`src/rtl/lane_deskew_calibrator.sv`:
```
// lane_deskew_calibrator
//   Trains the IDELAY tap of each Camera Link LVDS receive lane, one lane at a
//   time. Each lane's tap is swept from 0 to MAX_TAP in TAP_STEP increments.
//   At every point the deserialized byte is compared against TRAIN_PATTERN for
//   CHECK_CYC cycles. The centre of the longest contiguous passing window
//   becomes the lane's final tap. A lane whose widest eye is narrower than
//   MIN_EYE falls back to DEFAULT_TAP and is flagged as failed.
//
// Ports
//   i_clk         parallel (ISERDES output) clock
//   i_rst         synchronous active-high reset
//   i_start       single-cycle calibration request, accepted only in IDLE
//   i_idelay_rdy  IDELAYCTRL ready; when it falls mid-sweep the lane restarts
//   i_lane_data   deserialized bytes, lane n at [n*8 +: 8]
//   o_tap_load    one-cycle strobe: load o_tap_value into lane o_tap_lane
//   o_tap_lane    lane index for the load strobe
//   o_tap_value   tap value for the load strobe
//   o_taps        committed final tap per lane, lane n at [n*TAP_W +: TAP_W]
//   o_busy        calibration in progress
//   o_done        calibration complete, held until the next accepted start
//   o_lane_fail   per-lane flag: eye narrower than MIN_EYE
module lane_deskew_calibrator #(
    parameter int         NUM_LANES     = 11,
    parameter int         TAP_W         = 9,
    parameter int         MAX_TAP       = 511,
    parameter int         TAP_STEP      = 8,
    parameter int         SETTLE_CYC    = 16,
    parameter int         CHECK_CYC     = 64,
    parameter logic [7:0] TRAIN_PATTERN = 8'hA5,
    parameter int         MIN_EYE       = 4,
    parameter int         DEFAULT_TAP   = 256
) (
    input  logic                       i_clk,
    input  logic                       i_rst,
    input  logic                       i_start,
    input  logic                       i_idelay_rdy,
    input  logic [NUM_LANES*8-1:0]     i_lane_data,
    output logic                       o_tap_load,
    output logic [3:0]                 o_tap_lane,
    output logic [TAP_W-1:0]           o_tap_value,
    output logic [NUM_LANES*TAP_W-1:0] o_taps,
    output logic                       o_busy,
    output logic                       o_done,
    output logic [NUM_LANES-1:0]       o_lane_fail
);

    localparam int NPTS    = MAX_TAP / TAP_STEP + 1;
    localparam int LEN_W   = $clog2(NPTS + 1);
    localparam int TW1     = TAP_W + 1;
    localparam int CNT_MAX = (SETTLE_CYC > CHECK_CYC) ? SETTLE_CYC : CHECK_CYC;
    localparam int CNT_W   = (CNT_MAX > 1) ? $clog2(CNT_MAX) : 1;

    localparam logic [CNT_W-1:0] SETTLE_LAST = CNT_W'(SETTLE_CYC - 1);
    localparam logic [CNT_W-1:0] CHECK_LAST  = CNT_W'(CHECK_CYC - 1);
    localparam logic [3:0]       LAST_LANE   = 4'(NUM_LANES - 1);

    typedef enum logic [2:0] {
        IDLE, WAIT_RDY, SET_TAP, SETTLE, CHECK, EVAL, CENTER, DONE
    } state_t;

    state_t             state;
    logic [3:0]         lane;
    logic [TAP_W-1:0]   tap;
    logic [CNT_W-1:0]   cnt;
    logic               mis;
    logic [TAP_W-1:0]   cur_start;
    logic [LEN_W-1:0]   cur_len;
    logic [TAP_W-1:0]   best_start;
    logic [LEN_W-1:0]   best_len;

    logic [7:0]         lane_byte;
    logic [TAP_W-1:0]   new_start;
    logic [LEN_W-1:0]   new_len;
    logic               last_point;
    logic               eye_ok;
    logic [TAP_W-1:0]   final_tap;

    // Window centre, floored; span is computed one bit wider than a tap so
    // the intermediate product cannot wrap.
    function automatic logic [TAP_W-1:0] center_tap(input logic [TAP_W-1:0] start,
                                                    input logic [LEN_W-1:0] len);
        logic [TW1-1:0] span;
        logic [TW1-1:0] sum;
        span = TW1'(len - 1'b1) * TW1'(TAP_STEP);
        sum  = {1'b0, start} + (span >> 1);
        return TAP_W'(sum);
    endfunction

    always_comb begin
        lane_byte  = i_lane_data[{lane, 3'b000} +: 8];
        new_start  = (cur_len == '0) ? tap : cur_start;
        new_len    = cur_len + 1'b1;
        last_point = ({1'b0, tap} + TW1'(TAP_STEP)) > TW1'(MAX_TAP);
        eye_ok     = best_len >= LEN_W'(MIN_EYE);
        final_tap  = eye_ok ? center_tap(best_start, best_len) : TAP_W'(DEFAULT_TAP);
    end

    always_ff @(posedge i_clk) begin
        if (i_rst) begin
            state       <= IDLE;
            o_tap_load  <= 1'b0;
            o_tap_lane  <= '0;
            o_tap_value <= '0;
            o_taps      <= {NUM_LANES{TAP_W'(DEFAULT_TAP)}};
            o_busy      <= 1'b0;
            o_done      <= 1'b0;
            o_lane_fail <= '0;
        end else begin
            o_tap_load <= 1'b0;
            case (state)
                IDLE: begin
                    if (i_start) begin
                        o_done      <= 1'b0;
                        o_lane_fail <= '0;
                        lane        <= '0;
                        o_busy      <= 1'b1;
                        state       <= WAIT_RDY;
                    end
                end
                WAIT_RDY: begin
                    if (i_idelay_rdy) begin
                        tap        <= '0;
                        cur_start  <= '0;
                        cur_len    <= '0;
                        best_start <= '0;
                        best_len   <= '0;
                        state      <= SET_TAP;
                    end
                end
                SET_TAP: begin
                    if (!i_idelay_rdy) begin
                        state <= WAIT_RDY;
                    end else begin
                        o_tap_load  <= 1'b1;
                        o_tap_lane  <= lane;
                        o_tap_value <= tap;
                        cnt         <= '0;
                        state       <= SETTLE;
                    end
                end
                SETTLE: begin
                    if (!i_idelay_rdy) begin
                        state <= WAIT_RDY;
                    end else if (cnt == SETTLE_LAST) begin
                        cnt   <= '0;
                        mis   <= 1'b0;
                        state <= CHECK;
                    end else begin
                        cnt <= cnt + 1'b1;
                    end
                end
                CHECK: begin
                    if (!i_idelay_rdy) begin
                        state <= WAIT_RDY;
                    end else begin
                        // Sticky: one bad sample fails the whole point.
                        mis <= mis | (lane_byte != TRAIN_PATTERN);
                        if (cnt == CHECK_LAST) state <= EVAL;
                        else                   cnt   <= cnt + 1'b1;
                    end
                end
                EVAL: begin
                    if (!i_idelay_rdy) begin
                        state <= WAIT_RDY;
                    end else begin
                        if (!mis) begin
                            cur_start <= new_start;
                            cur_len   <= new_len;
                            // Strict compare keeps the earliest of equal windows.
                            if (new_len > best_len) begin
                                best_start <= new_start;
                                best_len   <= new_len;
                            end
                        end else begin
                            cur_len <= '0;
                        end
                        if (last_point) begin
                            state <= CENTER;
                        end else begin
                            tap   <= tap + TAP_W'(TAP_STEP);
                            state <= SET_TAP;
                        end
                    end
                end
                CENTER: begin
                    o_tap_load                      <= 1'b1;
                    o_tap_lane                      <= lane;
                    o_tap_value                     <= final_tap;
                    o_taps[lane*TAP_W +: TAP_W]     <= final_tap;
                    if (!eye_ok) o_lane_fail[lane]  <= 1'b1;
                    if (lane == LAST_LANE) begin
                        state <= DONE;
                    end else begin
                        lane       <= lane + 1'b1;
                        tap        <= '0;
                        cur_start  <= '0;
                        cur_len    <= '0;
                        best_start <= '0;
                        best_len   <= '0;
                        state      <= SET_TAP;
                    end
                end
                DONE: begin
                    o_busy <= 1'b0;
                    o_done <= 1'b1;
                    state  <= IDLE;
                end
                default: state <= IDLE;
            endcase
        end
    end

endmodule

```
`config.mk`:
```
export PLATFORM = sky130hd
export DESIGN_NAME = lane_deskew_calibrator
export DESIGN_NICKNAME = d
export VERILOG_FILES = /design/src/rtl/lane_deskew_calibrator.sv
export SDC_FILE = /design/constraint.sdc
export NUM_CORES = 1
export LEC_CHECK = 0
export CORE_ASPECT_RATIO = 1.1
export CORE_UTILIZATION = 45
export DETAILED_ROUTE_END_ITERATION = 12
export PLACE_DENSITY = 0.79
export SLEW_MARGIN = 15
export SYNTH_ARGS = -nofsm -noshare
export SYNTH_HDL_FRONTEND = slang
export SYNTH_SLANG_ARGS = --single-unit
```
`constraint.sdc`:
```
create_clock -name i_clk -period 4.2 [get_ports i_clk]
set_input_delay 0.84 -clock i_clk [delete_from_list [all_inputs] [get_ports i_clk]]
set_output_delay 0.84 -clock i_clk [all_outputs]
set_load 0.005 [all_outputs]
```
Yosys cells after proc, flatten, opt, wreduce, memory -nomap -nowiden
Index checks and enable logic that the tools add are counted.
{"block": "totals", "ff_bits": 181, "inputBits": 92, "out_inout_bits": 126, "wordCells": 145}
{"block": "op_classes", "add_sub_neg": 8, "multipliers": 1, "magnitude_cmp": 5, "n_eq_ne": 26, "n_shift": 3, "muxes": 63, "bitwise_logic": 3, "n_reduce_logical": 20}
{"cell": "$mux 9", "count": 12}
{"cell": "$bwmux 99", "count": 1}
{"cell": "$shift 9x34->99 const A", "count": 1}
{"cell": "$shiftx 9x34->99", "count": 1}
{"cell": "$shiftx 88x8->8", "count": 1}
{"cell": "$pmux 9 s3", "count": 3}
{"cell": "$mux 7", "count": 7}
{"cell": "$pmux 7 s3", "count": 2}
{"cell": "$neg 8->34", "count": 1}
{"cell": "$mux 6", "count": 5}
{"cell": "$mux 3", "count": 9}
{"cell": "$ne 2x2->1 const B", "count": 13}
{"cell": "$pmux 3 s8", "count": 1}
{"cell": "$mux 11", "count": 2}
{"cell": "$pmux 11 s2", "count": 1}
{"cell": "$pmux 6 s3", "count": 1}
{"cell": "$pmux 9 s2", "count": 1}
{"cell": "$reduce_and 6->1", "count": 3}
{"cell": "$pmux 4 s2", "count": 2}
{"cell": "$eq 3x3->1 const B", "count": 4}
{"cell": "$mux 4", "count": 3}
{"cell": "$or 11x11->11", "count": 1}
{"cell": "$add 9x4->10 const B", "count": 1}
{"cell": "$gt 10x9->1 const B", "count": 1}
{"cell": "other kinds (34)", "count": 52}

Longest topological paths before layout
{"block": "depth", "depth_word": 7, "mapped_depth": 11, "ltp_nobuf": 10}

Worst setup path after synthesis
OpenSTA, ideal clock, no wires.
{"block": "synth_timing", "path_kind": "register to register", "from": "register cur_len[0]", "to": "register best_len[0] (enable)", "setup_ns": 0.394, "t_arrival_ns": 2.850, "required_time_ns": 3.806, "slack_ns": 0.956, "path_stages_with_launch": 11, "n_path_buf": 0, "period_less_slack_ns": 3.244, "cell_sequence": "edfxtp_1 -> ha_1 -> and3_1 -> xnor2_1 -> inv_1 -> ha_1 -> nand3_1 -> nor2_1 -> a211o_1 -> a31o_2 -> a21oi_1"}
{"block": "synth_via", "elab_chain_len": 4}
{"item": "from (decl)", "line": "67", "rtl": "logic [LEN_W-1:0] cur_len;"}
{"item": "from (signal assigned)", "line": "168", "rtl": "cur_len <= new_len;"}
{"item": "$add 7x1->7", "line": "92", "rtl": "new_len = cur_len + 1'b1;"}
{"item": "net new_len[6]", "line": "73", "rtl": "logic [LEN_W-1:0] new_len;"}
{"item": "$gt 7x7->1", "line": "170", "rtl": "if (new_len > best_len) begin"}
{"item": "$ne 2x2->1 (no line)"}
{"item": "$reduce_and 7->1 (no line)"}
{"item": "to (signal assigned)", "line": "172", "rtl": "best_len <= new_len;"}
{"item": "to (decl)", "line": "69", "rtl": "logic [LEN_W-1:0] best_len;"}
The timed path passes the listed nets, and every way through them passes these cells.
A chain may end at the register's enable or synchronous reset.

Final worst setup path
{"block": "layout_timing", "from": "register lane[1]", "to": "register o_taps[39]"}
{"block": "layout_via", "elab_chain_len": 4, "word_cells_on_any_way": 5, "cone_classes": "add/sub: 1; mul: 1; shift: 2; mux: 1"}
{"item": "from (decl)", "line": "62", "rtl": "logic [3:0] lane;"}
{"item": "from (signal assigned)", "line": "194", "rtl": "lane <= lane + 1'b1;"}
{"item": "$mul 4x4->8 *", "line": "189", "rtl": "o_taps[lane*TAP_W +: TAP_W] <= final_tap;"}
{"item": "$neg 8->34 *", "line": "189"}
{"item": "$shiftx 9x34->99 or $shift 9x34->99 (tied branches)", "line": "189"}
{"item": "$bwmux 99 *", "line": "189"}
{"item": "to (signal assigned)", "line": "104", "rtl": "o_taps <= {NUM_LANES{TAP_W'(DEFAULT_TAP)}};"}
{"item": "to (signal, indexed assignment)", "line": "189"}
{"item": "to (decl)", "line": "41", "rtl": "output logic [NUM_LANES*TAP_W-1:0] o_taps,"}
Mark *: on every way between the ends. The rest lies on a longest branch, timed or not.

==> flow_summary.toml <==
[status]
outcome = "completed"

[timing]
rsz0062_at_grt = "false"
fin_setup_tns_ps = 0
max_freq_ghz = 0.321
hold_ws_ps = 456
slew_viol_final = 0
worst_pin_slew_ps = 981
finalSetupViolCount = 0
fin_worst_skew_ps = 11.4
fin_crit_sh = 0.742
fin_crit_ps = 3120
final-hold-violation-count = 0
maxSlewHeadroom = 0.339

[detailed_routing]
drt-total-wl_um = 25100
drc = 0
ant_nets = 0
via_per_inst = 5.75
vias = 7801
drtIter0Drc = 669
firstDrtPassIters = 5
wire_per_inst_um = 18.5

[global_routing]
met1_usage = 0.301
grt_busiest_layer = "met2"
antenna_found_initial = 0
grt_use_total = 0.265
gr-usage-met3 = 0.0515
grt_overflow = 0
first_global_vias = 7324
grt_pass1_wl_um = 38700
grt_max_degree = 84
grt_util_met2 = 0.488

[layout]
multi_input_area_mm2 = 0.00381
antennaDiodeCount = 0
fin_nets = 1225
fillers = 1489
drive_gt1_frac = 0.0599
seq_area_mm2 = 0.00405
fin_area_mm2 = 0.0111
fin_util = 0.624
area_growth_pct = 34.5

[logic_synthesis]
yosys.cell_count.top_type = "dfxtp_1"
postSynth.asyncResetShare = 0
yosysTopAreaCellShare = 0.312
synth_edf_count = 49
yosys_register_bits = 178
synth_cell_types = 67
synth_top_cell_by_area = "dfxtp_1"
syn_inst = 924
synth_flop_cell = "dfxtp_1"
ys_seq_area_frac = 0.489
synth_area_mm2 = 0.00829
syn_avg_cell_area_um2 = 8.97
yosysWarnings = 0
synthTopCellsByArea = "dfxtp_1 (31%), edfxtp_1 (18%), a21oi_1 (5.9%)"
synth_commonest_cells = "dfxtp_1 (129), nand2_1 (121), a21oi_1 (97)"
syn_nets = 1042

[job]
drv_cap = 0

[placed_design]
dp_hpwl_um = 18400
place_area_mm2 = 0.0105
routabilityCongestion = 0.897
io_buffers = 217

[clock_tree]
htreeDepth = 4
root_buffer = "clkbuf_16"
max-clock-path-buffers = 2
cts_tree = "yes"
cts.sinks = 178
cts_setup_buffers = 0
path_clk_slew_ps = 70
cts_buffers = 17
ctsHoldBuffers = 0
ctsResizeCount = 0
clk_latency_ps = 440

[setup_path]
required_ps = 4480
crit_path_start_kind = "flop"
crit_arrival_ps = 3400
startpoint = "lane[1]$_SDFFCE_PN0P_"
cp-endpoint = "o_taps[39]$_SDFFE_PP0P_"
critPathMaxStageDelay_ps = 820
worstPathMaxFanout = 14
r2r-end = "o_taps[39]$_SDFFE_PP0P_"
slowest_stage = "nor3b_1"
regToRegSetupSlack_ps = 1080
rr_worst_depth = 7
cp-end-kind = "flop"
path_class = "reg -> reg"
path_cells = "inv_2, ha_1, nor3b_1, nor3_1, nand3_1, or3_1, a21oi_1"
r2r_start = "lane[1]$_SDFFCE_PN0P_"

[power]
vdd_drop_max_mv = 0.308
leakage_nw = 3.93
powerDensity_mw_per_mm2 = 341

[floorplanning]
start_util = 0.464
die_h_um = 144
die_w_um = 131
rows = 51
core_area_mm2 = 0.0179
ios = 218
dieArea_mm2 = 0.0190

[hold_path]
min_path_type = "reg -> reg"
## routing by layer
metal / routed length (um) / part of all wire
met1: 9840 / 0.39
met2: 12800 / 0.51
met3: 1730 / 0.069
met5: 0 / 0
met4: 716 / 0.029
## state kept, by name (all words and copies together) (netlist names), 7 cells and up
signal,cells
o_lane_fail,11
o_taps,99
cur_len,7
o_tap_value,9
best_len,7
cur_start,9
best_start,9
## placed cells by master, fill, tap and decap left out, types with 5 or more instances in the layout
master,n
clkdlybuf4s50_1,216
dfxtp_1,129
nand2_1,121
a21oi_1,97
nor2_1,88
nand3_1,61
edfxtp_1,49
inv_1,28
o21ai_0,26
ha_1,25
nor3_1,21
mux2i_1,18
o31ai_1,18
clkbuf_16,17
and3_1,13
a31oi_1,13
buf_4,13
nor4_1,12
xnor2_1,11
nand4_1,11
xor2_1,10
nand3b_1,7
nor2b_1,7
or3_1,7
or2_2,6
nand2b_1,5
o21ai_1,5
## power breakdown
part	internal, mW	leakage [nW]	total, mW	switching (mW)
clock	0.913	0.297	1.63	0.721
combinational	0.157	2.13	0.349	0.192
sequential	1.78	1.51	1.81	0.0327
## metrics by stage
| step | setup WS, ps | cells | power [mW] |
|---|---|---|---|
| after floorplan | 956 | 924 | 2.02 |
| after global placement | 1170 | 1326 | 2.19 |
| after detailed placement | 1120 | 1326 | 2.19 |
| after CTS | 1130 | 1357 | 3.80 |
| after global routing | 861 | 1357 | 3.89 |
| final | 1080 | 1357 | 3.80 |
## cell families (layout without fill, tap and decap cells)
family | Yosys count | count (layout) | synth area share
xor gates and xnor gates | 22 | 22 | 0.0241
adders and majority gates | 26 | 26 | 0.0401
DFF | 178 | 178 | 0.489
buffers and inverters | 96 | 291 | 0.0509
AOI/OAI and AO/OA | 199 | 199 | 0.145
muxes | 23 | 23 | 0.0340
and+or+nand+nor | 380 | 380 | 0.217
## worst min path at each step
stage | slack (ps) | from | cells past startpoint | end
detailed placement | 450 | o_taps[18]$_SDFFE_PP0P_ | 2 | o_taps[18]$_SDFFE_PP0P_
finish | 460 | o_taps[20]$_SDFFE_PP0P_ | 2 | o_taps[20]$_SDFFE_PP0P_
floorplan | 450 | o_tap_lane[0]$_SDFFE_PP0P_ | 2 | o_tap_lane[0]$_SDFFE_PP0P_
global route | 470 | o_taps[57]$_SDFFE_PP0P_ | 2 | o_taps[57]$_SDFFE_PP0P_
global placement | 440 | o_taps[29]$_SDFFE_PP0P_ | 2 | o_taps[29]$_SDFFE_PP0P_
CTS | 460 | o_taps[18]$_SDFFE_PP0P_ | 2 | o_taps[18]$_SDFFE_PP0P_
## worst max-delay path, delay by kind of cell (launching register included)
| kind | cells | cell delay, ps |
|---|---|---|
| buffers and inverters | 1 | 310 |
| DFF | 1 | 670 |
| adders and majority gates | 1 | 310 |
| AOI/OAI and AO/OA | 1 | 50 |
| and+or+nand+nor | 4 | 1610 |
## area by class of cell
class | instances | share of cell area
Timing Repair Buffer | 229 | 0.203
Sequential cell | 178 | 0.364
Tap cell | 238 | 0.0267
Clock buffer | 18 | 0.0394
Inverter | 31 | 0.0104
Clock inverter | 13 | 0.0148
Multi-Input combinational cell | 650 | 0.342
Power figures use the tool's default switching activity.
